$ cat config.mk
export PLATFORM = sky130hd
export DESIGN_NAME = connect4_drop_ctrl
export DESIGN_NICKNAME = d
export VERILOG_FILES = /design/src/rtl/connect4_drop_ctrl.sv
export SDC_FILE = /design/constraint.sdc
export NUM_CORES = 1
export LEC_CHECK = 0
export CORE_UTILIZATION = 55
export DETAILED_ROUTE_END_ITERATION = 12
export GPL_ROUTABILITY_DRIVEN = 0
export HOLD_SLACK_MARGIN = 0.02
export PLACE_DENSITY = 0.77
export SLEW_MARGIN = 30
export SYNTH_ARGS = -nofsm -noshare
export SYNTH_HDL_FRONTEND = slang
export SYNTH_SLANG_ARGS = --single-unit
$ cat constraint.sdc
create_clock -name clk -period 4.7 [get_ports clk]
set_input_delay 0.47 -clock clk [delete_from_list [all_inputs] [get_ports clk]]
set_output_delay 0.47 -clock clk [all_outputs]
set_load 0.005 [all_outputs]
$ cat src/rtl/connect4_drop_ctrl.sv
// Connect-4 piece-drop controller: column heights, fall animation,
// one-shot column/row write to the win checker, player alternation.
module connect4_drop_ctrl #(
   parameter int DROP_TICKS = 4
) (
   input  logic       clk,
   input  logic       rst,
   input  logic       drop_req,
   input  logic [2:0] col_sel,
   input  logic       game_over,
   output logic [2:0] colval,
   output logic [4:0] waddr,
   output logic       Player,
   output logic       busy,
   output logic [2:0] fall_row,
   output logic       drop_done,
   output logic       reject
);

   localparam int TW = (DROP_TICKS > 1) ? $clog2(DROP_TICKS) : 1;
   localparam logic [TW-1:0] TMAX = TW'(DROP_TICKS - 1);

   typedef enum logic [1:0] {IDLE, FALL, SETCOL, WRITE} state_t;

   state_t        state, state_n;
   logic [2:0]    height [8];
   logic [2:0]    col;
   logic [2:0]    target;
   logic [TW-1:0] tick;
   logic          wrap;
   logic          accept;

   assign wrap   = (tick == TMAX);
   assign accept = (state == IDLE) && drop_req && (col_sel != 3'd7)
                   && (height[col_sel] < 3'd6) && !game_over;

   always_ff @(posedge clk) begin
      if (rst) state <= IDLE;
      else     state <= state_n;
   end

   always_comb begin
      state_n = state;
      unique case (state)
         IDLE:    if (accept) state_n = FALL;
         FALL:    if (wrap && fall_row == target) state_n = SETCOL;
         SETCOL:  state_n = WRITE;
         WRITE:   state_n = IDLE;
         default: state_n = IDLE;
      endcase
   end

   always_ff @(posedge clk) begin
      if (rst) begin
         for (int i = 0; i < 8; i++) height[i] <= 3'd0;
         col      <= 3'd0;
         target   <= 3'd0;
         tick     <= '0;
         fall_row <= 3'd0;
         Player   <= 1'b1;
         reject   <= 1'b0;
      end else begin
         reject <= drop_req && !accept;
         if (accept) begin
            col      <= col_sel;
            target   <= 3'd5 - height[col_sel];
            fall_row <= 3'd0;
            tick     <= '0;
         end
         if (state == FALL) begin
            tick <= wrap ? '0 : tick + TW'(1);
            if (wrap && fall_row != target) fall_row <= fall_row + 3'd1;
         end
         // Height and turn advance only once the write has been issued
         if (state == WRITE) begin
            height[col] <= height[col] + 3'd1;
            Player      <= ~Player;
         end
      end
   end

   assign busy      = (state != IDLE);
   assign drop_done = (state == WRITE);
   assign colval    = (state == SETCOL) ? col : 3'd7;
   assign waddr     = (state == WRITE) ? 5'd11 + {target, 2'b00} : 5'd3;

endmodule

After elaboration in Yosys (flattened, before gate mapping) --
Memories as Yosys holds them, arrays and structs flattened. A register that Yosys moved wholly into a read port is not among the register bits. Index checks and enable logic that the tools add are counted.
Cells by class: add/subtract/negate cells 5, multipliers 0, divide/modulo/power cells 0, magnitude comparators 1, equal/unequal tests 9, shifts and indexed selects 0, multiplexer cells 21, bitwise operators 1, reduce and logical (&&, ||, !) cells 14
Operators with widths (count):
- two-way mux 3 bit | 8
- two-way mux 2 bit | 5
- one-hot mux 2 bit (4 select lines) | 1
- logical AND 1 bit | 7
- adder 3 x 1 -> 3 bit (second input constant) | 2
- equality test 2 bit (second input constant) | 3
- two-way mux 1 bit | 6
- adder 4 x 5 -> 5 bit (first input constant) | 1
- two-way mux 5 bit | 1
- inequality test 2 bit (second input constant) | 2
- nonzero test 2 bit | 2
- equality test 3 bit | 1
- < comparator 3 bit (second input constant) | 1
- inequality test 3 bit | 1
- inequality test 3 bit (second input constant) | 1
- OR reduction 3 bit | 1
- subtractor 3 bit (first input constant) | 1
- adder 2 x 1 -> 2 bit (second input constant) | 1
- equality test 2 x 1 -> 1 bit (second input constant) | 1
- zero test 1 bit | 2
- zero test 2 bit | 1
- AND reduction 2 bit | 1
- inverter 1 bit | 1
Word-level totals: bits in registers 15, latch bits 0, bits in writable memories 24, memory bits (read-only) 0, output and inout port bits 15, memories 1
Memories:
- height | words 8, bits a word 3, read ports 2, clocked after memory_dff 1, write ports 8, RTL line 26 | logic [2:0] height [8];

Longest topological paths before layout --
depth after elaboration 8, gate-level depth with buffers 9

Worst setup path after synthesis --
No wires, ideal clock.
kind input to register, start input port col_sel[0], end register fall_row[1], setup time 115 ps, arrival time 2736 ps, path slack 1849 ps, cell stages on the path 9, buffers on the path 2, cells stage by stage buf_2 -> mux4_2 -> mux2_2 -> ha_1 -> nand4bb_1 -> or2_2 -> clkbuf_1 -> and3_1 -> o21ba_2
Between the ends: cells in the longest elaborated chain, start to end 7, elaborated cells on any way between the ends 9, those cells by class order compare: 1; eq/ne: 1; mux: 3; reduce/logical: 3; memory: 1
Ends and longest elaborated chain:
- from (decl) | RTL line 9 | input logic [2:0] col_sel,
- memory read (8 x 3 bit) or inequality test 3 bit (tied branches)
- < comparator 3 bit or logical AND 1 bit (tied branches) | RTL line 35, 34
- logical AND 1 bit (*) (2 in a row) | RTL line 35 | && (height[col_sel] < 3'd6) && !game_over;
- two-way mux 3 bit (*) | RTL line 64 | if (accept) begin
- two-way mux 3 bit | RTL line 72 | if (wrap && fall_row != target) fall_row <= fall_row + 3'd1;
- two-way mux 3 bit (*) | RTL line 70 | if (state == FALL) begin
- to (signal assigned) | RTL line 72
- to (decl) | RTL line 15 | output logic [2:0] fall_row,
Mark *: on every way between the ends. The rest lies on a longest branch, timed or not. A chain may end at the register's enable or synchronous reset.

==> qor_table.md <==
| Group | Item | Reported |
|---|---|---|
| run status | Outcome | complete, no violations |
| routing | DRC violations left | 0 |
| power and ir drop | Total power divided by cell area | 354 mW/mm^2 |
| die | Chip Height | 65.6 um |
| logic synthesis | Cell variety after synth | 41 |
| sta | Max Transition Viols Final | 0 |
| logic synthesis | Top FF cell, synth | sky130_fd_sc_hd__edfxtp_1 |
| logic synthesis | Top cells by area, synth | sky130_fd_sc_hd__edfxtp_1 (32%), sky130_fd_sc_hd__dfxtp_1 (16%), sky130_fd_sc_hd__mux4_1 (7.1%) |
| logic synthesis | Most frequent cell after synthesis | sky130_fd_sc_hd__nor2_1 |
| logic synthesis | Number of cells produced by synthesis | 194 |
| cts | Maximum level of the CTS H-tree | 2 |
| die | Placement Rows | 22 |
| critical path | Critical path cell sequence | clkdlybuf4s50_1, mux4_2, mux2_2, ha_1, nand4bb_1, nor2_1, nor2_1, nor3_1 |
| sta | Sum Neg Setup Slack | 0 ns |
| critical path | Critical Path RT | 4.90 ns |
| sta | Final worst hold slack | 0.487 ns |
| power and ir drop | Peak supply drop | 0.183 mV |
| sta | Setup repair after global routing missed its margin | false |
| cells and area | Post-layout nets | 227 |
| sta | Shortest period the worst path allows | 3.25 ns |
| critical path | Delay-heaviest family, CP | simple AND/OR/NAND/NOR gates |
| cts | Clock Tree Root | sky130_fd_sc_hd__clkbuf_8 |
| cells and area | Number of fillers in the final layout | 289 |
| global route | Total routing usage reported by global routing | 23.2% |
| routing | Antenna violation net count after detailed routing | 0 |
| logic synthesis | Portion of synthesized cell area occupied by the leading cell type | 32.4% |
| logic synthesis | Synthesized area per cell | 11.5 sq um |
| logic synthesis | Number of storage elements in the synthesis netlist | 42 |
| cells and area | Number of cells in the finished layout apart from fillers | 260 |
| routing | Initial DRC Count | 122 |
| place | Count of buffers from port buffering | 19 |
| critical path | Endpoint kind of the worst setup timing path | flop |
| sta | Final hold vios | 0 |
| critical path | Worst Path Buf+Inv | 1 |
| routing | Routed WL | 4.44 mm |
| cts | TritonCTS buffer count | 5 |
| die | Initial Util | 59.0% |
| cts | CTS tree | yes |
| critical path | Category of the most critical setup path | primary input to flop |
| critical path | Crit path depth | 8 |
| critical path | Highest fanout seen on the critical path | 8 |
| cts | Post-CTS Repair Setup Buffers | 0 |
| place | # placed instances | 252 |
| cells and area | Fraction of final layout cells with drive strength greater than 1 | 12.7% |
| logic synthesis | Share of the yosys chip area belonging to registers | 48.6% |
| cells and area | Area growth syn-to-layout | 12.8% |
| routing | Per-cell routed wire length | 17.1 um |
| critical path | CP dominant cell by count | sky130_fd_sc_hd__nor2_1 |
| logic synthesis | Share of synthesized flip-flops with an asynchronous set or reset | 0% |
| cells and area | Ant diodes | 0 |
| die | Die ar. | 0.00430 sq mm |
| sta | Period Utilization, post-route | 69.2% |
| die | Number of I/O pins | 22 |
| global route | Largest net degree at the start of global routing | 30 |
| cts | Clock latency reported for the late side of the worst-skew pair | 0.30 ns |
| logic synthesis | Top post-synthesis cells by count | sky130_fd_sc_hd__nor2_1 (39), sky130_fd_sc_hd__edfxtp_1 (24), sky130_fd_sc_hd__dfxtp_1 (18) |
| logic synthesis | Cell type with the largest total area after synthesis | sky130_fd_sc_hd__edfxtp_1 |
| sta | Fmax achieved | 0.307 GHz |
| cts | CTS Hold Buffers Added | 0 |
| critical path | Worst setup SP type | primary input |
| critical path | Depth of the worst register-to-register path | 7 |
| routing | Number of vias after detailed routing | 1,521 |
| routing | First-pass iteration count of the detailed router | 4 |
| sta | Final setup skew | 0.00565 ns |
| critical path | Data arrival time of the critical path | 3.45 ns |
| place | Post-DP HPWL | 3.32 mm |
| global route | Vias in the first global route | 1,526 |
| cts | Number of clock sinks seen by CTS | 42 |
| logic synthesis | Warnings from Yosys | 0 |
| die | Horizontal die dimension | 65.6 um |
| critical path | Maximum single-stage delay on the critical path | 0.75 ns |
| min path | Worst hold stages | 2 |
| cts | Number of gates resized after cts | 0 |
| global route | Sum of overflow across all layers after global routing | 0 |
| critical path | Critical-path cell with the highest stage delay | sky130_fd_sc_hd__clkdlybuf4s50_1 |
| logic synthesis | Post-synthesis instance area | 0.00222 sq mm |
| cts | Maximum count of clock buffers along a single path | 2 |
| die | Core region area | 0.00377 sq mm |
| logic synthesis | Number of enable-type register cells in the synthesized netlist | 24 |
| global route | Wire length of the first global-routing pass | 7.25 mm |
| cts | CTS clk-pin slew, worst paths | 0.08 ns |
| global route | Antenna violations before repair | 0 |
| job | Number of maximum-capacitance violations | 0 |
| min path | Worst hold-check path type | flop to flop |
| sta | Final setup violation count | 0 |
| power and ir drop | Leak Pwr | 0.938 nW |
| routing | Vias per cell | 5.85 |
-- sequential cells by signal (all words and copies together) (netlist names), named ones only --
register and cells:
state 2, col 3, Player 1, reject 1, fall_row 3, target 3, tick 2, height 24
-- per-layer routing --
layer	track usage [%]	up-vias	routed length [um]
met5	0	-	0
met4	10.1	0	95
met3	5.21	10	236
met2	38.5	53	2220
met1	28.9	731	1880
li1	-	727	-
-- per-stage QoR --
step	worst slack [ns]	area (sq um)	total power [mW]	utilization [%]
after CTS	1.46	2510	0.890	66.7
after detailed placement	1.18	2420	0.662	64.3
after global placement	1.28	2420	0.650	64.3
final	1.45	2510	0.887	66.6
after global routing	1.25	2510	0.928	66.6
after floorplan	1.85	2230	0.591	-
-- cell families after synthesis --
family          share of synthesized area [%]
compound gates                           4.39
xor+xnor                                 2.70
fa+ha+maj                                5.06
buf+inv                                  3.60
flops                                    48.6
mux                                      15.8
other cells                             0.169
simple gates                             19.7
-- worst paths after layout --
check                             startpoint                    to  slack [ns]
setup / recovery                  col_sel[0]                  flop        1.45
hold / removal          tick[1]$_SDFFE_PP0P_  tick[1]$_SDFFE_PP0P_        0.49
hold reg to reg         tick[1]$_SDFFE_PP0P_  tick[1]$_SDFFE_PP0P_        0.49
setup reg to reg  height[7][1]$_SDFFCE_PN0P_                  flop        2.03
-- layout by cell type (no fill, tap or decap), types with 2 or more instances in the layout --
| master | instances |
|---|---|
| sky130_fd_sc_hd__nor2_1 | 39 |
| sky130_fd_sc_hd__edfxtp_1 | 24 |
| sky130_fd_sc_hd__dfxtp_1 | 18 |
| sky130_fd_sc_hd__clkdlybuf4s50_1 | 18 |
| sky130_fd_sc_hd__nand2b_1 | 12 |
| sky130_fd_sc_hd__ha_1 | 9 |
| sky130_fd_sc_hd__nand3_1 | 8 |
| sky130_fd_sc_hd__inv_1 | 7 |
| sky130_fd_sc_hd__mux4_2 | 6 |
| sky130_fd_sc_hd__mux4_1 | 6 |
| sky130_fd_sc_hd__nand2_1 | 6 |
| sky130_fd_sc_hd__nor3_1 | 5 |
| sky130_fd_sc_hd__clkbuf_8 | 5 |
| sky130_fd_sc_hd__mux2_2 | 4 |
| sky130_fd_sc_hd__xnor2_1 | 4 |
| sky130_fd_sc_hd__a21oi_1 | 3 |
| sky130_fd_sc_hd__and2_1 | 2 |
| sky130_fd_sc_hd__nor2b_1 | 2 |
| sky130_fd_sc_hd__nor3b_1 | 2 |
| sky130_fd_sc_hd__and3_1 | 2 |
| sky130_fd_sc_hd__or2_2 | 2 |
| sky130_fd_sc_hd__or3_1 | 2 |
| sky130_fd_sc_hd__a31oi_1 | 2 |
| sky130_fd_sc_hd__o21ai_0 | 2 |
| sky130_fd_sc_hd__o41ai_1 | 2 |
| sky130_fd_sc_hd__or3b_2 | 2 |
| sky130_fd_sc_hd__conb_1 | 2 |
-- worst register-to-register path, delay by kind of cell (launching register included) --
kind	cells	cell delay [ns]
mux	2	0.77
fa+ha+maj	1	0.20
simple gates	4	1.16
flops	1	0.42
-- cell type report --
class,instances,area [sq um],share of cell area [%]
flip-flops and latches,42,1080,43.1
multi-input cells,136,1070,42.5
repair buffers,19,185,7.38
clock buffers,5,68.8,2.74
well taps,48,60.1,2.39
inverters,7,26.3,1.05
clock inverters,3,21.3,0.847
-- power breakdown --
group / internal, mW / total, mW / switching [mW]
Clock: 0.104 / 0.233 / 0.129
Sequential: 0.416 / 0.447 / 0.0310
Combinational: 0.0954 / 0.208 / 0.113
(Power assumes the default switching activity.)
